<file path="config.mk">
export PLATFORM = sky130hd
export DESIGN_NAME = sync_fifo_fwft
export DESIGN_NICKNAME = d
export VERILOG_FILES = /design/src/rtl/sync_fifo_fwft.sv
export SDC_FILE = /design/constraint.sdc
export NUM_CORES = 1
export LEC_CHECK = 0
export CORE_UTILIZATION = 25
export DETAILED_ROUTE_END_ITERATION = 16
export PLACE_DENSITY = 0.38
export SLEW_MARGIN = 20
export SYNTH_ARGS = -nofsm -noshare
export SYNTH_HDL_FRONTEND = slang
export SYNTH_SLANG_ARGS = --single-unit
export TNS_END_PERCENT = 5
</file>
<file path="constraint.sdc">
create_clock -name clk -period 3.43 [get_ports clk]
set_input_delay 0.686 -clock clk [delete_from_list [all_inputs] [get_ports clk]]
set_output_delay 0.686 -clock clk [all_outputs]
set_load 0.01 [all_outputs]
</file>
<file path="src/rtl/sync_fifo_fwft.sv">
// Single-clock FIFO with standard or first-word-fall-through read mode.
// The count, threshold flags and error pulses are registered from the next-state occupancy.
module sync_fifo_fwft #(
  parameter int DATA_WIDTH          = 8,
  parameter int ADDR_WIDTH          = 4,
  parameter bit FWFT                = 1'b0,
  parameter int ALMOST_FULL_THRESH  = (1 << ADDR_WIDTH) - 2,
  parameter int ALMOST_EMPTY_THRESH = 2
) (
  input  logic                  clk,
  input  logic                  rst_n,
  input  logic                  wr_en,
  input  logic [DATA_WIDTH-1:0] wr_data,
  output logic                  full,
  output logic                  almost_full,
  output logic                  overflow,
  input  logic                  rd_en,
  output logic [DATA_WIDTH-1:0] rd_data,
  output logic                  rd_valid,
  output logic                  empty,
  output logic                  almost_empty,
  output logic                  underflow,
  output logic [ADDR_WIDTH:0]   count
);

  localparam int                FIFO_DEPTH = 1 << ADDR_WIDTH;
  localparam logic [ADDR_WIDTH:0] DEPTH_C  = (ADDR_WIDTH+1)'(FIFO_DEPTH);
  localparam logic [ADDR_WIDTH:0] AF_C     = (ADDR_WIDTH+1)'(ALMOST_FULL_THRESH);
  localparam logic [ADDR_WIDTH:0] AE_C     = (ADDR_WIDTH+1)'(ALMOST_EMPTY_THRESH);
  localparam logic [ADDR_WIDTH:0] ONE_C    = (ADDR_WIDTH+1)'(1);
  localparam logic [ADDR_WIDTH:0] ZERO_C   = '0;

  logic [DATA_WIDTH-1:0] mem [FIFO_DEPTH];

  logic [ADDR_WIDTH:0]   wr_ptr_q, wr_ptr_d;
  logic [ADDR_WIDTH:0]   rd_ptr_q, rd_ptr_d;
  logic [ADDR_WIDTH:0]   count_q, count_d;
  logic [DATA_WIDTH-1:0] rd_data_q, rd_data_d;
  logic                  rd_valid_q, rd_valid_d;
  logic                  full_q, full_d;
  logic                  af_q, af_d;
  logic                  empty_q, empty_d;
  logic                  ae_q, ae_d;
  logic                  ovf_q, ovf_d;
  logic                  unf_q, unf_d;

  logic                  wr_acc;
  logic                  rd_acc;
  logic                  mem_rd;
  logic [ADDR_WIDTH:0]   mem_cnt;
  logic [DATA_WIDTH-1:0] head_word;

  assign head_word = mem[rd_ptr_q[ADDR_WIDTH-1:0]];

  always_comb begin
    wr_acc     = wr_en && !full_q;
    rd_acc     = rd_en && !empty_q;
    mem_rd     = 1'b0;
    mem_cnt    = count_q - (ADDR_WIDTH+1)'(rd_valid_q);
    rd_valid_d = rd_valid_q;
    rd_data_d  = rd_data_q;

    if (FWFT) begin
      // The prefetch register refills whenever it is empty or being popped; words
      // written on this same edge are not yet readable, so they land one edge later.
      if ((!rd_valid_q || rd_acc) && (mem_cnt != ZERO_C)) begin
        mem_rd     = 1'b1;
        rd_data_d  = head_word;
        rd_valid_d = 1'b1;
      end else if (rd_acc) begin
        rd_valid_d = 1'b0;
      end
    end else begin
      rd_valid_d = rd_acc;
      if (rd_acc) begin
        mem_rd    = 1'b1;
        rd_data_d = head_word;
      end
    end

    unique case ({wr_acc, rd_acc})
      2'b10:   count_d = count_q + ONE_C;
      2'b01:   count_d = count_q - ONE_C;
      default: count_d = count_q;
    endcase

    wr_ptr_d = wr_ptr_q + (ADDR_WIDTH+1)'(wr_acc);
    rd_ptr_d = rd_ptr_q + (ADDR_WIDTH+1)'(mem_rd);

    full_d  = (count_d == DEPTH_C);
    af_d    = (count_d >= AF_C);
    ae_d    = (count_d <= AE_C);
    empty_d = FWFT ? !rd_valid_d : (count_d == ZERO_C);
    ovf_d   = wr_en && !wr_acc;
    unf_d   = rd_en && !rd_acc;
  end

  always_ff @(posedge clk or negedge rst_n) begin
    if (!rst_n) begin
      wr_ptr_q   <= '0;
      rd_ptr_q   <= '0;
      count_q    <= '0;
      rd_data_q  <= '0;
      rd_valid_q <= 1'b0;
      full_q     <= 1'b0;
      af_q       <= 1'b0;
      empty_q    <= 1'b1;
      ae_q       <= 1'b1;
      ovf_q      <= 1'b0;
      unf_q      <= 1'b0;
    end else begin
      wr_ptr_q   <= wr_ptr_d;
      rd_ptr_q   <= rd_ptr_d;
      count_q    <= count_d;
      rd_data_q  <= rd_data_d;
      rd_valid_q <= rd_valid_d;
      full_q     <= full_d;
      af_q       <= af_d;
      empty_q    <= empty_d;
      ae_q       <= ae_d;
      ovf_q      <= ovf_d;
      unf_q      <= unf_d;
    end
  end

  // Storage is deliberately left out of reset.
  always_ff @(posedge clk) begin
    if (wr_acc) begin
      mem[wr_ptr_q[ADDR_WIDTH-1:0]] <= wr_data;
    end
  end

  assign full         = full_q;
  assign almost_full  = af_q;
  assign overflow     = ovf_q;
  assign rd_data      = rd_data_q;
  assign rd_valid     = rd_valid_q;
  assign empty        = empty_q;
  assign almost_empty = ae_q;
  assign underflow    = unf_q;
  assign count        = count_q;

endmodule
</file>
==> results of run 1 <==
## sequential cells by signal, summed over array words and instances, names as in the netlist
register,cells
full,1
empty,1
almost_empty,1
count,5
underflow,1
rd_valid,1
rd_ptr_q,4
overflow,1
almost_full,1
rd_data,8
mem,128
wr_ptr_q,4
## kinds of logic after synthesis
logic type               after synthesis  share of synthesized area
multiplexers                          49                      0.144
AND/OR/NAND/NOR                       61                     0.0534
XOR/XNOR                               8                     0.0112
adder cells (fa/ha/maj)                5                    0.00996
buffers and inverters                 24                     0.0221
flip-flops                           156                      0.724
AO/OA/AOI/OAI                         27                     0.0351
## per-layer routing
metal | up-vias | global-route usage | share of wire
met5 | - | 0 | 0
met4 | 0 | 0.0385 | 0.011
met3 | 12 | 0.0287 | 0.025
met2 | 45 | 0.203 | 0.52
met1 | 1671 | 0.142 | 0.44
li1 | 1422 | - | -
## metrics by stage
stage | hold WS [ns] | instances
4_1_cts | 0.530 | 718
3_5_place_dp | 0.515 | 686
5_1_grt | 0.548 | 718
6_report | 0.523 | 718
2_1_floorplan | 0.390 | 330
3_3_place_gp | 0.516 | 686
## how the worst max path moves through the flow
stage / slack [ns] / depth (start not counted) / end / startpoint
after floorplan: 0.75 / 10 / almost_full$_DFF_PN0_ / rd_en
after global placement: 0.32 / 11 / full$_DFF_PN0_ / rd_en
after detailed placement: 0.28 / 11 / full$_DFF_PN0_ / rd_en
after CTS: 0.70 / 11 / full$_DFF_PN0_ / rd_en
after global routing: 0.46 / 11 / full$_DFF_PN0_ / rd_en
final: 0.70 / 11 / full$_DFF_PN0_ / rd_en
## placed cells by master (no fill, tap or decap), types with 8 or more instances in the layout
cell type                         instances
sky130_fd_sc_hd__buf_4                   20
sky130_fd_sc_hd__clkbuf_16               17
sky130_fd_sc_hd__mux2i_1                  8
sky130_fd_sc_hd__clkdlybuf4s50_1         31
sky130_fd_sc_hd__dfrtp_1                 25
sky130_fd_sc_hd__a221o_1                  8
sky130_fd_sc_hd__edfxtp_1               128
sky130_fd_sc_hd__nor2_1                  15
sky130_fd_sc_hd__mux4_2                  32
sky130_fd_sc_hd__mux2_2                   8
sky130_fd_sc_hd__nor3_1                  15
## power groups by stage
stage / Combinational (mW) / Sequential [mW] / Clock [mW]
global placement: 2.03 / 2.74 / 0
global route: 2.14 / 2.75 / 1.91
CTS: 2.03 / 2.72 / 1.85
finish: 1.97 / 2.70 / 1.79
floorplan: 1.46 / 2.57 / 0
detailed placement: 2.02 / 2.76 / 0
## layout make-up
type                    count  area, um^2  share of cell area
flip-flops and latches    156        4550               0.598
multi-input cells         150        1590               0.210
repair buffers             52         480              0.0632
clock buffers              19         433              0.0569
well taps                 324         405              0.0533
clock inverters            13         126              0.0166
inverters                   4        16.3             0.00214
## critical path, stage by stage
cell	delay, ns
sky130_fd_sc_hd__clkdlybuf4s50_1	0.52
sky130_fd_sc_hd__nand2b_4	0.09
sky130_fd_sc_hd__clkinv_2	0.11
sky130_fd_sc_hd__nand2_1	0.08
sky130_fd_sc_hd__xnor2_1	0.15
sky130_fd_sc_hd__ha_1	0.21
sky130_fd_sc_hd__or3b_2	0.44
sky130_fd_sc_hd__nand4_1	0.09
sky130_fd_sc_hd__a21oi_1	0.07
sky130_fd_sc_hd__xor2_1	0.32
sky130_fd_sc_hd__nor4b_1	0.27
## synthesized netlist by cell type (2+ instances only)
master and number:
sky130_fd_sc_hd__o31ai_1 2, sky130_fd_sc_hd__dfstp_2 2, sky130_fd_sc_hd__and2_1 4, sky130_fd_sc_hd__clkbuf_1 6, sky130_fd_sc_hd__buf_2 3, sky130_fd_sc_hd__ha_1 5, sky130_fd_sc_hd__nand2b_4 2, sky130_fd_sc_hd__nor3_1 15
sky130_fd_sc_hd__buf_1 5, sky130_fd_sc_hd__nand3_1 3, sky130_fd_sc_hd__xnor2_1 5, sky130_fd_sc_hd__buf_6 3, sky130_fd_sc_hd__a21o_1 3, sky130_fd_sc_hd__edfxtp_1 128, sky130_fd_sc_hd__a21oi_1 4, sky130_fd_sc_hd__nor4_1 3
sky130_fd_sc_hd__mux2i_1 8, sky130_fd_sc_hd__o211ai_1 2, sky130_fd_sc_hd__mux4_2 32, sky130_fd_sc_hd__or2_2 2, sky130_fd_sc_hd__mux2_2 8, sky130_fd_sc_hd__dfrtp_1 26, sky130_fd_sc_hd__a221o_1 8, sky130_fd_sc_hd__nand2_1 5
sky130_fd_sc_hd__nor2_1 15, sky130_fd_sc_hd__xor2_1 3, sky130_fd_sc_hd__inv_1 2, sky130_fd_sc_hd__nand2b_1 3
==> results.txt, run 1 <==
----------------------------------------------------
[Outcome]
  Outcome ... finished clean

[Yosys]
  Number of warnings issued by yosys ... 0
  Dominant cell type by area after synthesis ... sky130_fd_sc_hd__edfxtp_1
  Fraction of synthesis flops using an asynchronous set or reset pin ... 0.179
  Number of synthesized register bits ... 156
  Netlist Area Pre-Place ... 6280 um^2
  Yosys top cell area share ... 0.612
  Number of synthesized flops with an enable pin ... 128
  Distinct cell type count of the synthesized netlist ... 51
  Synthesized instance count ... 330
  Synthesized Nets ... 347
  Seq/Total Area, Yosys ... 0.724
  Dominant synthesized flop cell ... sky130_fd_sc_hd__edfxtp_1
  Synthesized area per cell ... 19.0 um^2
  Area contributors post-synth ... sky130_fd_sc_hd__edfxtp_1 (61%), sky130_fd_sc_hd__mux4_2 (11%), sky130_fd_sc_hd__dfrtp_1 (10%)

[Routing]
  Detailed-route wire length ... ~14 mm
  Detailed-route DRC error count ... 0
  Overall via count from detail_route ... around 3200
  Number of nets still failing antenna checks after routing ... 0
  Via-per-instance ratio ... 4.39
  Violation count after the first detailed-route iteration ... 166
  Number of detailed-route iterations in the first pass ... 4
  Routed length per placed instance ... 19.8 um

[Cells and area]
  Layout Nets ... 398
  Fraction of final layout cells with drive strength greater than 1 ... 0.259
  Filler instances ... 2368
  Fin util ... 0.311
  Relative area change from synthesis to final layout ... 21.1%
  Total inserted antenna cells ... 0
  Design area ... 7600 um^2

[Setup path]
  Critical path class ... input pin to flop
  Category of the worst setup path launch point ... input pin
  Register-to-Register Setup Slack ... 0.86 ns
  Nature of the critical path endpoint ... flop
  CP Max Fanout ... 9
  Endpoint arrival time on the critical path ... a little over 3 ns
  Endpoint of the worst register-to-register path ... full$_DFF_PN0_
  Worst Path Required ... 3.73 ns
  Reg2Reg Launch Point ... empty$_DFF_PN1_
  Depth of the most critical reg-to-reg path ... 10

[Clocking]
  Latest clock arrival within the worst-skew pair ... ~0.42 ns
  Number of buffers inserted by post-CTS setup repair ... 0
  Post-CTS Hold Buffers ... 0
  Buffer cell driving the clock tree root ... sky130_fd_sc_hd__clkbuf_16
  Number of cells upsized or downsized after cts ... 0
  Number of buffers created by CTS ... 17
  Total clock sinks ... around 160
  Longest Clk Path Bufs ... 2
  Clock transition at path regs ... about 0.060 ns
  CTS H-tree depth ... 4
  Clock tree from TritonCTS ... yes

[GRT]
  Via count of the first global-routing pass ... 3401
  Global-route wire length before repair ... 21.4 mm
  Antenna violations before repair ... 0
  Total global routing overflow ... 0
  Pin count of the biggest net entering global routing ... 35
  Overall global routing resource usage ... 0.117

[Timing]
  Total negative setup slack ... 0 ns
  Clock skew ... 0.00742 ns
  Worst slew margin relative to its limit ... 0.480
  Worst-case setup margin in the final layout ... ~0.7 ns
  Final number of setup-violating endpoints ... 0
  Final Max Slew Viols ... 0
  Pin slew with the least headroom to its limit ... roughly 0.78 ns
  Max Clock Freq ... 366 MHz
  Final hold violation count ... 0
  Final critical-path share of the clock period ... 0.796
  Final Critical Period ... 2.73 ns
  Unrepaired setup endpoints after global routing ... no

[Power]
  IR drop worst, VDD ... ~500 uV
  Proportion of power drawn by combinational gates ... 0.305
  Share of power burned in the clock network ... 0.277
  Sw Ratio ... 0.305
  Power Density ... 848 nW/um^2
  Part of the power in registers ... 0.418
  Net switching power of the design ... 1.97 mW
  Leak ... 2.55 nW
  Pwr Total ... about 6.5 mW
  Internal cell power ... 4.48 mW

[Placement]
  Post-DP HPWL ... between 8 and 9 mm
  Area post-placement ... around 7000 um^2
  Worst slack after detailed placement ... 0.278 ns
  Port Buf Inserts ... 31
  Final weighted congestion in routability-driven placement ... 0.769

[Die]
  Ports ... 32
  Floorplan die area ... 25800 um^2
  Die Span X ... 160 um
  Core area ... 24500 um^2
  Initial core utilization ... 0.257
  Vertical die dimension ... roughly 160 um
  Site row count ... between 50 and 60

[Flow run]
  Number of maximum-capacitance violations ... 0

[Worst hold path]
  Min-delay worst type ... flop to flop
  Hold worst-path end ... rd_data[7]$_DFFE_PN0P_
  Min-Delay Startpoint ... rd_data[7]$_DFFE_PN0P_
  Hold Path Depth ... 1

----------------------------------------------------
(Power assumes the default switching activity.)
==> inputs of run 2 (changes only) <==
Clock period 3.43 ns to 2.6 ns, I/O delays scaled along.
==> run 2 against run 1 <==
  * Sequential power is 29% higher
  * Die area stayed put
  * Global-route usage is 0.32 points higher
  * First-iteration DRC count is 9.6% higher
  * Non-clock buffer count is 13 higher
  * Cell area is 3.0% higher
  * Core utilization is 0.92 points higher
  * Critical path depth stayed put
  * Register-to-register slack worse by 0.62 ns
==> results.txt, run 2 (synthesis results as in run 1) <==
----------------------------------------------------
[Cells and area]
  FF/Latch Area ... 4550 um^2 (unchanged)
  Fin util ... 0.320 (+0.00921)
  Design area ... 7830 um^2 (+3.0%)
  Most common cell after layout, fill and taps aside ... sky130_fd_sc_hd__edfxtp_1
  Max FFs per register ... 128 (unchanged)
  Fraction of final layout cells with drive strength greater than 1 ... 0.293 (+0.0342)
  Area of the multi-input gates ... 1600 um^2 (+0.47%)
  Total inserted antenna cells ... 0 (unchanged)
  Layout Nets ... 411 (+3.3%)
  Relative area change from synthesis to final layout ... 24.7%
  Filler instances ... 2357 (-0.46%)
  Number of standard cells in the final layout excluding fillers ... 730 (+1.7%)
  Highest-count cells in the layout ignoring fill and taps ... sky130_fd_sc_hd__edfxtp_1 (128), sky130_fd_sc_hd__mux4_2 (32), sky130_fd_sc_hd__buf_4 (32)

[Power]
  Power Density ... 1170 nW/um^2 (+38%)
  Pwr Total ... 9.14 mW (+42%)
  Leak ... 2.68 nW (+5.1%)
  IR drop worst, VDD ... 424 uV (-16%)

[Worst hold path]
  Min-delay worst type ... input pin to async pin

[Setup path]
  Reg2Reg Launch Point ... empty$_DFF_PN1_
  Endpoint arrival time on the critical path ... 2.70 ns (-0.34 ns)
  Depth of the most critical reg-to-reg path ... 10 (unchanged)
  Termination of the worst setup path ... full$_DFF_PN0_
  CP max stage delay ... 0.52 ns (about the same)
  Endpoint of the worst register-to-register path ... full$_DFF_PN0_
  Nature of the critical path endpoint ... flop
  Critical path class ... input pin to flop
  Register-to-Register Setup Slack ... 0.24 ns (-0.62 ns)
  CP Max Fanout ... 5 (-4)
  Category of the worst setup path launch point ... input pin
  Largest delay contributor family on the critical path ... simple AND/OR/NAND/NOR gates
  Origin of the worst setup path ... rd_en
  Critical path's slowest cell ... sky130_fd_sc_hd__clkdlybuf4s50_1
  Number of gates on the worst path with buffers counted ... 11 (unchanged)
  WP buf/inv ... 2 (unchanged)
  Worst Path Required ... 2.91 ns (-0.82 ns)
  Cell breakdown of the critical path ... clkdlybuf4s50_1, nand2b_4, clkinv_2, nand2_1, xnor2_1, ha_1, or3b_2, nand4_1, a21oi_1, xor2_2, nor4b_1

[GRT]
  Global-route wire length before repair ... 21.9 mm (+2.4%)
  Via count of the first global-routing pass ... 3400 (-0.029%)
  Total global routing overflow ... 0 (unchanged)
  Antenna violations before repair ... 0 (unchanged)
  Overall global routing resource usage ... 0.120 (+0.00324)
  Pin count of the biggest net entering global routing ... 29 (-17%)

[Routing]
  Number of nets still failing antenna checks after routing ... 0 (unchanged)
  Detailed-route DRC error count ... 0 (unchanged)
  Number of detailed-route iterations in the first pass ... 4 (unchanged)
  Routed length per placed instance ... 19.8 um (about the same)
  Violation count after the first detailed-route iteration ... 182 (+9.6%)
  Via-per-instance ratio ... 4.42 (+0.82%)
  Overall via count from detail_route ... 3229 (+2.5%)
  Detailed-route wire length ... 14.4 mm (+1.6%)

[Clocking]
  CTS H-tree depth ... 4 (unchanged)
  Latest clock arrival within the worst-skew pair ... 0.42 ns (about the same)
  Number of buffers created by CTS ... 17 (unchanged)
  Total clock sinks ... 156 (unchanged)
  Clock transition at path regs ... 0.06 ns (about the same)
  Post-CTS Hold Buffers ... 0 (unchanged)
  Clock tree from TritonCTS ... yes
  Longest Clk Path Bufs ... 2 (unchanged)
  Buffer cell driving the clock tree root ... sky130_fd_sc_hd__clkbuf_16

[Timing]
  Worst hold margin ... 0.478 ns (-0.0447 ns)
  Max Clock Freq ... 418 MHz
  Final Critical Period ... roughly 2.4 ns
  Worst-case setup margin in the final layout ... 0.209 ns (-0.491 ns)
  Pin slew with the least headroom to its limit ... 0.634 ns (-0.146 ns)
  Final Max Slew Viols ... 0 (unchanged)
  Final number of setup-violating endpoints ... 0 (unchanged)
  Final hold violation count ... 0 (unchanged)
  Total negative setup slack ... 0 ns (unchanged)
  Clock skew ... 0.00636 ns (-0.00106 ns)
  Unrepaired setup endpoints after global routing ... no
  Final critical-path share of the clock period ... 0.920
  Worst slew margin relative to its limit ... 0.576 (+0.0959)

[Placement]
  Port Buf Inserts ... 31 (unchanged)
  Post-DP HPWL ... 9.37 mm (+5.5%)
  Area post-placement ... 7150 um^2 (+1.6%)
  Worst slack after detailed placement ... -0.327 ns (-0.605 ns)
  Number of placed cells counting well taps ... 699 (+1.9%)
  Final weighted congestion in routability-driven placement ... 0.723 (-6.0%)

[Die]
  Initial core utilization ... 0.257 (unchanged)
  Core area ... 24500 um^2 (unchanged)
  Vertical die dimension ... 160 um (unchanged)
  Floorplan die area ... 25800 um^2 (unchanged)
  Die Span X ... 160 um (unchanged)
  Ports ... 32 (unchanged)
  Site row count ... 57 (unchanged)

[Flow run]
  Number of maximum-capacitance violations ... 0 (unchanged)

[Outcome]
  Outcome ... finished clean

----------------------------------------------------
[run 2: cell count changes in the layout (fill, tap and decap cells not counted), sizes merged]
cell / change
clkinv: -2
bufinv: +4
clkinvlp: -3
clkbuf: -2
inv: +2
buf: +13
[run 2: report_power, final]
| group | total, mW | leakage (nW) | switching, mW | internal (mW) |
|---|---|---|---|---|
| combinational | 2.85 | 0.864 | 1.37 | 1.49 |
| clock | 2.80 | 0.325 | 1.00 | 1.80 |
| sequential | 3.49 | 1.49 | 0.347 | 3.14 |
[run 2: what timing repair did]
item                                    in CTS  in global routing
hold endpoints to repair                     0                  0
endpoints found under the setup margin       0                  1
gates resized for setup                      0                  1
setup buffers                                0                  0
[run 2: metal layers]
metal	global-route usage	part of all wire	up-vias
li1	-	-	1460
met1	0.150	0.46	1706
met2	0.202	0.51	50
met3	0.0305	0.025	13
met4	0.0403	0.012	0
met5	0	0	-
[run 2: layout make-up]
cell class,count,share of cell area
multi-input cells,150,0.205
repair buffers,65,0.0754
inverters,4,0.00208
flip-flops and latches,156,0.581
well taps,324,0.0518
clock inverters,14,0.0308
clock buffers,17,0.0543
[run 2: worst min-delay path by stage]
stage	slack (ns)	endpoint
6_report	0.48	overflow$_DFF_PN0_
5_1_grt	0.51	overflow$_DFF_PN0_
4_1_cts	0.48	almost_full$_DFF_PN0_
3_5_place_dp	0.51	rd_data[7]$_DFFE_PN0P_
3_3_place_gp	0.51	rd_data[0]$_DFFE_PN0P_
2_1_floorplan	0.22	almost_full$_DFF_PN0_
==> inputs of run 3 (changes only) <==
Settings changed: CAP_MARGIN from default to 20, CORE_ASPECT_RATIO from default to 1.75, PLACE_DENSITY 0.38 to 0.39.
Clock period 2.6 ns to 2.2 ns, I/O delays scaled along.
==> run 3 against run 2 <==
  * The flow now finishes with violations (setup timing)
  * Die area about the same
  * Sequential share of layout area decreased by 0.10 points
  * Global-route usage grew 0.45 points
  * Critical path type is now flop to flop
  * Critical endpoint is now almost_full$_DFF_PN0_
==> results.txt, run 3 (synthesis results as in run 1) <==
----------------------------------------------------
[Cells and area]
  Layout Nets ... 421 (+2.4%)
  Area of the multi-input gates ... 1670 um^2 (+4.1%)
  Relative area change from synthesis to final layout ... 24.9%
  Highest-count cells in the layout ignoring fill and taps ... sky130_fd_sc_hd__edfxtp_1 (128), sky130_fd_sc_hd__buf_4 (40), sky130_fd_sc_hd__mux4_2 (32)
  FF/Latch Area ... 4550 um^2 (unchanged)
  Fin util ... 0.318 (-0.00160)
  Most common cell after layout, fill and taps aside ... sky130_fd_sc_hd__edfxtp_1
  Total inserted antenna cells ... 0 (unchanged)
  Max FFs per register ... 128 (unchanged)
  Design area ... 7840 um^2 (+0.18%)
  Fraction of final layout cells with drive strength greater than 1 ... 0.325 (+0.0314)
  Filler instances ... 2366 (+0.38%)

[Die]
  Die Span X ... 122 um (-24%)
  Site row count ... 76 (+33%)
  Vertical die dimension ... 212 um (+32%)
  Initial core utilization ... 0.255 (-0.00173)
  Ports ... 32 (unchanged)
  Floorplan die area ... 25800 um^2 (about the same)
  Core area ... 24600 um^2 (+0.68%)

[GRT]
  Global-route wire length before repair ... 21.8 mm (-0.57%)
  Pin count of the biggest net entering global routing ... 35 (+21%)
  Total global routing overflow ... 0 (unchanged)
  Antenna violations before repair ... 0 (unchanged)
  Via count of the first global-routing pass ... 3483 (+2.4%)
  Overall global routing resource usage ... 0.125 (+0.00446)

[Timing]
  Worst slew margin relative to its limit ... 0.602 (+0.0259)
  Final number of setup-violating endpoints ... 4 (+4)
  Max Clock Freq ... roughly 430 MHz
  Final critical-path share of the clock period ... 1.05
  Final Max Slew Viols ... 0 (unchanged)
  Final hold violation count ... 0 (unchanged)
  Unrepaired setup endpoints after global routing ... yes
  Worst hold margin ... 0.349 ns (-0.129 ns)
  Worst-case setup margin in the final layout ... -0.107 ns (-0.315 ns)
  Final Critical Period ... 2.31 ns
  Clock skew ... 0.00799 ns (+0.00163 ns)
  Pin slew with the least headroom to its limit ... 0.595 ns (-0.0388 ns)

[Clocking]
  Post-CTS Hold Buffers ... 0 (unchanged)
  Latest clock arrival within the worst-skew pair ... 0.43 ns (about the same)
  Number of buffers created by CTS ... 17 (unchanged)
  Total clock sinks ... 156 (unchanged)
  Buffer cell driving the clock tree root ... sky130_fd_sc_hd__clkbuf_16
  Longest Clk Path Bufs ... 2 (unchanged)
  CTS H-tree depth ... 4 (unchanged)
  Clock tree from TritonCTS ... yes
  Clock transition at path regs ... 0.06 ns (about the same)

[Setup path]
  Critical path's slowest cell ... sky130_fd_sc_hd__dfstp_2
  Register-to-Register Setup Slack ... -0.11 ns (-0.35 ns)
  WP buf/inv ... 2 (unchanged)
  Nature of the critical path endpoint ... flop
  Endpoint arrival time on the critical path ... 2.62 ns (-0.08 ns)
  Critical path class ... flop to flop
  Cell breakdown of the critical path ... nand2b_4, clkinv_4, nand2_4, xnor2_2, ha_2, or3b_4, nand4_1, a21oi_2, xor2_2, buf_4, a31o_1
  CP Max Fanout ... 5 (unchanged)
  CP max stage delay ... 0.53 ns (about the same)
  Worst Path Required ... 2.52 ns (-0.39 ns)
  Category of the worst setup path launch point ... flop
  Largest delay contributor family on the critical path ... simple AND/OR/NAND/NOR gates

[Power]
  Net switching power of the design ... 3.25 mW (+20%)
  Power Density ... 1330 nW/um^2 (+14%)
  Part of the power in registers ... 0.386 (+0.005)
  Sw Ratio ... 0.311 (+0.0145)
  Leak ... 2.68 nW (-0.24%)
  Share of power burned in the clock network ... 0.258 (-0.049)
  Internal cell power ... 7.18 mW (+12%)
  Proportion of power drawn by combinational gates ... 0.356 (+0.044)
  IR drop worst, VDD ... 555 uV (+31%)

[Routing]
  Routed length per placed instance ... 20.1 um (+1.3%)
  Violation count after the first detailed-route iteration ... 142 (-22%)
  Number of detailed-route iterations in the first pass ... 4 (unchanged)
  Number of nets still failing antenna checks after routing ... 0 (unchanged)
  Overall via count from detail_route ... 3226 (-0.093%)
  Detailed-route DRC error count ... 0 (unchanged)
  Via-per-instance ratio ... 4.43 (+0.18%)
  Detailed-route wire length ... 14.6 mm (+1.0%)

[Placement]
  Post-DP HPWL ... 10.2 mm (+8.5%)
  Area post-placement ... 7240 um^2 (+1.2%)
  Port Buf Inserts ... 31 (unchanged)
  Final weighted congestion in routability-driven placement ... 0.754 (+4.3%)
  Worst slack after detailed placement ... -0.598 ns (-0.270 ns)

[Outcome]
  Violated checks ... setup timing
  Outcome ... finished, violations left

[Worst hold path]
  Min-delay worst type ... input pin to async pin

[Flow run]
  Number of maximum-capacitance violations ... 0 (unchanged)

----------------------------------------------------
## run 3: cell count changes in the layout (fill, tap and decap cells not counted), sizes merged
cell and change:
clkinvlp +6, clkbuf +3, clkinv -3, inv -1, bufinv -5, buf +10
## run 3: worst paths after layout
kind | startpoint | to | cells past startpoint
worst max-delay path | empty$_DFF_PN1_ | almost_full$_DFF_PN0_ | 11
worst min-delay path | rst_n | rd_data[6]$_DFFE_PN0P_ | 2
worst max register to register | empty$_DFF_PN1_ | almost_full$_DFF_PN0_ | 11
worst min register to register | rd_data[7]$_DFFE_PN0P_ | rd_data[7]$_DFFE_PN0P_ | 1
max in group asynchronous | rst_n | empty$_DFF_PN1_ | 2
min in group clk | rd_data[7]$_DFFE_PN0P_ | rd_data[7]$_DFFE_PN0P_ | 1
## run 3: layout make-up
| type | instances | share of cell area |
|---|---|---|
| clock buffers | 20 | 0.0557 |
| multi-input cells | 150 | 0.213 |
| inverters | 4 | 0.00255 |
| repair buffers | 75 | 0.0869 |
| clock inverters | 11 | 0.0124 |
| well taps | 312 | 0.0498 |
| flip-flops and latches | 156 | 0.580 |
## run 3: repair_timing
| item | in CTS | in global routing |
|---|---|---|
| pin swaps | 3 | 2 |
| buffers inserted | 0 | 2 |
| gates resized for setup | 9 | 1 |
| endpoints found under the setup margin | 4 | 4 |
| endpoints found under the hold margin | 0 | 0 |
## run 3: worst reg2reg max path: cells and delay by family, from the launching register on
| kind | cells | cell delay (ns) |
|---|---|---|
| AOI/OAI and AO/OA | 2 | 0.25 |
| buffers and inverters | 2 | 0.21 |
| and+or+nand+nor | 4 | 0.69 |
| xor gates and xnor gates | 2 | 0.32 |
| adders and majority gates | 1 | 0.21 |
| DFF | 1 | 0.53 |
## run 3: power groups by stage
stage	combinational (mW)	sequential (mW)	clock [mW]
after floorplan	2.32	4.01	0
after global placement	3.68	4.08	0
after detailed placement	3.70	4.09	0
after CTS	3.78	4.04	2.78
after global routing	4.02	4.08	2.87
final	3.71	4.03	2.69
## run 3: stage by stage
step	setup TNS (ns)	power, mW	cells
floorplan	-0.294	6.33	330
global placement	-7.30	7.75	695
detailed placement	-9.71	7.79	695
CTS	-0.0393	10.6	726
global route	-0.563	11.0	728
finish	-0.205	10.4	728
## run 3: per-layer routing
| metal | GRT usage | up-vias | share of wire |
|---|---|---|---|
| met4 | 0.0651 | 0 | 0.029 |
| met5 | 0 | - | 0 |
| met3 | 0.0315 | 22 | 0.030 |
| li1 | - | 1467 | - |
| met1 | 0.115 | 1667 | 0.35 |
| met2 | 0.242 | 70 | 0.59 |
